## config.mk

```make
export PLATFORM = sky130hd
export DESIGN_NAME = single_port_ram_arbiter
export DESIGN_NICKNAME = d
export VERILOG_FILES = /design/src/rtl/single_port_ram_arbiter_pkg.sv /design/src/rtl/single_port_ram_arbiter_rr_pick.sv /design/src/rtl/single_port_ram_arbiter.sv
export SDC_FILE = /design/constraint.sdc
export NUM_CORES = 1
export LEC_CHECK = 0
export ABC_AREA = 1
export CORE_AREA = 2 2 115 117
export DETAILED_ROUTE_END_ITERATION = 7
export DIE_AREA = 0 0 117 119
export PLACE_DENSITY_LB_ADDON = 0.05
export SKIP_LAST_GASP = 1
export SLEW_MARGIN = 10
export SYNTH_ARGS = -nofsm -noshare
export SYNTH_HDL_FRONTEND = slang
export SYNTH_SLANG_ARGS = --single-unit
```

## constraint.sdc

```tcl
create_clock -name clk -period 5.5 [get_ports clk]
set_clock_uncertainty 0.1 [all_clocks]
set_input_delay 1.1 -clock clk [delete_from_list [all_inputs] [get_ports clk]]
set_output_delay 1.1 -clock clk [all_outputs]
set_load 0.01 [all_outputs]
```

## src/rtl/single_port_ram_arbiter_pkg.sv

```systemverilog
// Shared constants for the single-port RAM arbiter: FSM state codes and pointer wrap helper.
// The lock FSM states are only reachable when SPRA_LOCK_EN is defined.
package single_port_ram_arbiter_pkg;

   localparam logic ST_ARB    = 1'b0;
   localparam logic ST_LOCKED = 1'b1;

   function automatic int wrap_inc(input int k, input int n);
      return (k + 1 >= n) ? 0 : k + 1;
   endfunction

endpackage

```

## src/rtl/single_port_ram_arbiter_rr_pick.sv

```systemverilog
// Round-robin picker: first set request scanning upward from ptr, wrapping to slot 0.
// Pure combinational; returns a one-hot grant, its encoded index and an any-winner flag.
module rr_pick
   import single_port_ram_arbiter_pkg::*;
#(
   parameter int N  = 4,
   parameter int PW = (N > 1) ? $clog2(N) : 1
) (
   input  logic [N-1:0]  i_req,
   input  logic [PW-1:0] i_ptr,
   output logic [N-1:0]  o_gnt,
   output logic [PW-1:0] o_idx,
   output logic          o_any
);

   localparam int SW = PW + 1;

   logic [SW-1:0] w_slot;

   always_comb begin
      o_gnt  = '0;
      o_idx  = '0;
      o_any  = 1'b0;
      w_slot = '0;
      for (int i = 0; i < N; i++) begin
         w_slot = {1'b0, i_ptr} + SW'(i);
         if (w_slot >= SW'(N)) w_slot = w_slot - SW'(N);
         if (!o_any && i_req[w_slot[PW-1:0]]) begin
            o_any                 = 1'b1;
            o_idx                 = w_slot[PW-1:0];
            o_gnt[w_slot[PW-1:0]] = 1'b1;
         end
      end
   end

endmodule

```

## src/rtl/single_port_ram_arbiter.sv

```systemverilog
// Round-robin arbiter sharing one write-first single-port RAM among NUM_REQ requesters.
// Define SPRA_LOCK_EN to add the lock port and the ARB/LOCKED ownership FSM.
module single_port_ram_arbiter
   import single_port_ram_arbiter_pkg::*;
#(
   parameter int NUM_REQ    = 4,
   parameter int DATA_WIDTH = 32,
   parameter int ADDR_WIDTH = 10
) (
   input  logic                          clk,
   input  logic                          resetn,
   input  logic [NUM_REQ-1:0]            req,
   input  logic [NUM_REQ-1:0]            we_in,
   input  logic [NUM_REQ*ADDR_WIDTH-1:0] addr_in,
   input  logic [NUM_REQ*DATA_WIDTH-1:0] wdata_in,
   output logic [NUM_REQ-1:0]            gnt,
   output logic [NUM_REQ-1:0]            rvalid,
   output logic [DATA_WIDTH-1:0]         rdata,
   output logic                          ram_we,
   output logic [ADDR_WIDTH-1:0]         ram_addr,
   output logic [DATA_WIDTH-1:0]         ram_data,
   input  logic [DATA_WIDTH-1:0]         ram_out,
`ifdef SPRA_LOCK_EN
   input  logic [NUM_REQ-1:0]            lock,
`endif
   output logic                          o_dbg_state
);

   localparam int PW = (NUM_REQ > 1) ? $clog2(NUM_REQ) : 1;

   // Handshake: req is a level held with stable we/addr/data until gnt; gnt[i] high in a
   // cycle means slot i's access is issued at the closing edge, and rvalid[i] with rdata
   // follows exactly two cycles later. No backpressure exists on the response side.
   logic                  r_ready;
   logic [PW-1:0]         r_ptr;
   logic [NUM_REQ-1:0]    r_v1;
   logic [NUM_REQ-1:0]    r_rvalid;
   logic [DATA_WIDTH-1:0] r_rdata;

   logic [NUM_REQ-1:0]    w_pick_gnt;
   logic [PW-1:0]         w_pick_idx;
   logic                  w_pick_any;
   logic [NUM_REQ-1:0]    w_gnt;
   logic [PW-1:0]         w_idx;
   logic                  w_any;

   rr_pick #(.N(NUM_REQ), .PW(PW)) u_pick (
      .i_req (req),
      .i_ptr (r_ptr),
      .o_gnt (w_pick_gnt),
      .o_idx (w_pick_idx),
      .o_any (w_pick_any)
   );

`ifdef SPRA_LOCK_EN
   logic          r_state;
   logic [PW-1:0] r_owner;
   logic          w_hold;

   // Ownership lapses in the very cycle the owner drops lock, so that cycle re-arbitrates.
   assign w_hold = (r_state == ST_LOCKED) && lock[r_owner];

   always_comb begin
      w_gnt = '0;
      w_idx = w_pick_idx;
      w_any = 1'b0;
      if (r_ready) begin
         if (w_hold) begin
            w_idx          = r_owner;
            w_any          = req[r_owner];
            w_gnt[r_owner] = req[r_owner];
         end else begin
            w_gnt = w_pick_gnt;
            w_any = w_pick_any;
         end
      end
   end

   always_ff @(posedge clk or negedge resetn) begin
      if (!resetn) begin
         r_state <= ST_ARB;
         r_owner <= '0;
      end else if (w_any && lock[w_idx]) begin
         r_state <= ST_LOCKED;
         r_owner <= w_idx;
      end else if (!w_hold) begin
         r_state <= ST_ARB;
      end
   end

   assign o_dbg_state = r_state;
`else
   always_comb begin
      w_gnt = r_ready ? w_pick_gnt : '0;
      w_idx = w_pick_idx;
      w_any = r_ready & w_pick_any;
   end

   assign o_dbg_state = ST_ARB;
`endif

   assign gnt      = w_gnt;
   assign ram_we   = w_any & we_in[w_idx];
   assign ram_addr = w_any ? addr_in[int'(w_idx)*ADDR_WIDTH +: ADDR_WIDTH]
                           : addr_in[ADDR_WIDTH-1:0];
   assign ram_data = w_any ? wdata_in[int'(w_idx)*DATA_WIDTH +: DATA_WIDTH]
                           : wdata_in[DATA_WIDTH-1:0];

   // Two-stage valid: one stage for the RAM's output register, one for r_rdata.
   always_ff @(posedge clk or negedge resetn) begin
      if (!resetn) begin
         r_ready  <= 1'b0;
         r_ptr    <= '0;
         r_v1     <= '0;
         r_rvalid <= '0;
         r_rdata  <= '0;
      end else begin
         r_ready  <= 1'b1;
         if (w_any) r_ptr <= PW'(wrap_inc(int'(w_idx), NUM_REQ));
         r_v1     <= w_gnt;
         r_rvalid <= r_v1;
         r_rdata  <= ram_out;
      end
   end

   assign rvalid = r_rvalid;
   assign rdata  = r_rdata;

endmodule
```

==> metrics.yaml, run 1 <==
power_and_ir_drop:
  power.leakage_nw: 3.13
  p_per_area_nw_per_um2: 547
  max-vdd-ir-drop_uv: 442
  power.total_mw: 3.57
flow_run:
  drv_cap: 0
global_route:
  grt_remaining_overflow: 0
  grt_start_max_net_pins: 44
  grt_busiest_layer: "met2"
  met2_usage_pct: 36.7
  grt_pass1_wl_mm: 21.3
  antenna_found_initial: 0
  grt.met3_usage_pct: 4.94
  grtUsageTotal_pct: 19.5
  globalRouteMet1Util_pct: 19.8
  grt_pass1_vias: 4192
yosys:
  synth-edff-count: 0
  syn_inst: 515
  yosys_warnings: 0
  synth_top_cell_by_area: "dfrtp_1"
  avgSynthCellArea_um2: 6.46
  synthTopCellsByArea: "dfrtp_1, nand3_1, nand2_1"
  synth_nets: 733
  synth_top_area_share_pct: 32.3
  synth_seq_area_share_pct: 32.3
  syn-cell-area_um2: 3330
  synthFlopType: "dfrtp_1"
  synth_seq_cells: 43
  synth_top_cells_by_count: "nand2_1, nand3_1, inv_1"
  yosysMostFrequentCell: "nand2_1"
  async_reset_ff_share_pct: 100
  ys_types: 28
routing:
  dr_total_vias: 4339
  postRouteAntennaNets: 0
  wl_per_cell_um: 14.7
  via_per_inst: 4.48
  dr.first_iter.drc_count: 231
  dr.pass1.iters: 4
  drcViolationCount: 0
  drt-total-wl_mm: 14.2
worst_setup_path:
  critPathArrivalTime_ns: 3.91
  critPathLaunchType: "input pin"
  crit_path_max_fanout: 35
  required_ns: 4.30
  path_class: "in2out"
  worstReg2RegStart: "r_ptr[0]"
  endpoint_kind: "primary output"
  setup.worst_path.start: "req[3]"
status:
  status: "finished clean"
layout:
  final_nets: 1010
  area_growth_pct: 96.3
  multi_input_area_um2: 1680
  final_layout_size_suffix_gt1_share_pct: 5.55
  num-fill-cells: 1274
  antenna_cells: 0
  regArea_um2: 1080
clock_network:
  root_buffer: "clkbuf_16"
  cts_setup_buffers: 0
  insertion_delay_ns: 0.27
  clock-sinks: 43
  numCtsBuffers: 5
  cts_hold_buf: 0
  cts_tree: "yes"
  ctsResizeCount: 0
  htree_levels: 2
  clk_pin_slew_worst_paths_ns: 0.06
  clk_path_buf_depth: 2
place:
  dp_hpwl_mm: 11.6
  gp_congestion: 0.866
  port_buffers: 292
timing:
  setup_tns_ns: 0
  drv_slew: 0
  rsz0062_at_grt: "no"
  period_minus_slack_ns: 5.11
  max-slew-margin-rel_pct: 39.1
  hold_viol: 0
  max_clock_freq_mhz: 196
  setup_viol_count_final: 0
  worstMarginPinSlew_ns: 0.914
  period_share_pct: 92.9
die:
  start_util_pct: 25.9
  die_h_um: 119
  coreArea_um2: 12900
  die_area_um2: 13900
  ioPinCount: 294
  die_w_um: 117
  rows: 42
worst_hold_path:
  hold_path.class: "reg2reg"
  hp-start: "r_v1[3]"
[stage by stage]
stage	area [µm²]	hold WS [ns]	instances	setup slack [ns]	util, %
global placement	6360	0.232	961	0.437	49.4
detailed placement	6360	0.238	961	0.395	49.4
floorplan	3330	0.231	515	1.97	-
global route	6540	0.248	969	0.121	50.8
CTS	6540	0.250	969	0.386	50.8
finish	6540	0.251	969	0.391	50.8
[path summary, 6_finish.rpt]
check                       endpoint  slack (ns)  depth (start not counted)
max                           ram_we        0.39                         13
min                        rvalid[3]        0.25                          0
max reg2reg                 r_ptr[1]        2.44                         12
min reg2reg                rvalid[3]        0.25                          0
max in group asynchronous    r_v1[3]        3.87                          1
min in group asynchronous  rdata[26]        0.85                          1
[critical path, cell delays in order]
cell	delay [ns]
clkdlybuf4s50_1	0.51
inv_1	0.05
nand2_1	0.06
nand3_2	0.11
nand2_4	0.16
inv_2	0.07
nand4_4	0.10
nand3_1	0.11
nand2_2	0.31
buf_4	0.45
nand3_1	0.13
a21oi_1	0.16
clkdlybuf4s50_1	0.55
[layout make-up]
cell class              count  share of cell area, %
clock buffers               5                   1.91
clock inverters             3                  0.708
inverters                 106                   6.17
multi-input cells         338                   25.7
flip-flops and latches     43                   16.5
well taps                 176                   3.37
repair buffers            298                   45.7
[where the power goes]
part	internal, mW	switching, mW	total [mW]
Clock	0.215	0.116	0.332
Combinational	1.21	1.63	2.84
Sequential	0.365	0.0395	0.405
Total	1.79	1.78	3.57
[per-layer routing]
layer  share of wire, %  vias to the layer above
li1                   -                     2137
met1                 35                     1984
met2                 53                      187
met3                8.2                       31
met4                4.1                        0
met5                  0                        -
[cells by family after synthesis]
kind of cell	count (synthesis)	synth area share, %
AND/OR/NAND/NOR	311	43.8
buffers and inverters	134	17.5
flip-flops	43	32.3
AO/OA/AOI/OAI	17	3.12
adder cells (fa/ha/maj)	8	3.01
other	2	0.226
[flip-flops by register name (all words and copies together), names as in the netlist]
signal,flops
rdata,32
r_v1,4
rvalid,4
r_ptr,2
r_ready,1
[placed cells by master, fill, tap and decap left out]
| cell type | n |
|---|---|
| a21oi_1 | 4 |
| nand4_1 | 2 |
| ha_1 | 8 |
| bufinv_16 | 1 |
| nor2_1 | 2 |
| buf_2 | 1 |
| conb_1 | 2 |
| inv_6 | 2 |
| clkinvlp_4 | 1 |
| clkbuf_16 | 5 |
| a22oi_1 | 2 |
| inv_1 | 99 |
| buf_4 | 4 |
| o21ai_0 | 5 |
| o211ai_1 | 2 |
| nand4_4 | 1 |
| a21boi_0 | 1 |
| nand2_2 | 10 |
| nand3_1 | 136 |
| a31oi_1 | 2 |
| nor2_2 | 1 |
| nor2_8 | 1 |
| nand3b_1 | 1 |
| dfrtp_1 | 43 |
| buf_12 | 2 |
| inv_2 | 6 |
| nor2_4 | 2 |
| nand2_1 | 149 |
| clkdlybuf4s50_1 | 291 |
| a21oi_2 | 1 |
| nand2_4 | 4 |
| nand3_2 | 2 |
(Power assumes the default switching activity.)
==> run 2, diff against run 1 <==
--- a/config.mk
+++ b/config.mk
@@ -7,6 +7,7 @@
 export LEC_CHECK = 0
 export ABC_AREA = 1
 export CORE_AREA = 2 2 115 117
+export CTS_BUF_LIST = sky130_fd_sc_hd__clkbuf_16
 export DETAILED_ROUTE_END_ITERATION = 7
 export DIE_AREA = 0 0 117 119
 export PLACE_DENSITY_LB_ADDON = 0.05
==> results of run 2 <==
Same layout as run 1: the final DEF is identical, and so are final timing and power.
==> run 3, diff against run 2 <==
--- a/config.mk
+++ b/config.mk
@@ -10,6 +10,7 @@
 export CTS_BUF_LIST = sky130_fd_sc_hd__clkbuf_16
 export DETAILED_ROUTE_END_ITERATION = 7
 export DIE_AREA = 0 0 117 119
+export GPL_ROUTABILITY_DRIVEN = 0
 export PLACE_DENSITY_LB_ADDON = 0.05
 export SKIP_LAST_GASP = 1
 export SLEW_MARGIN = 10
==> results of run 3 <==
Same layout as run 1: the final DEF is identical, and so are final timing and power.
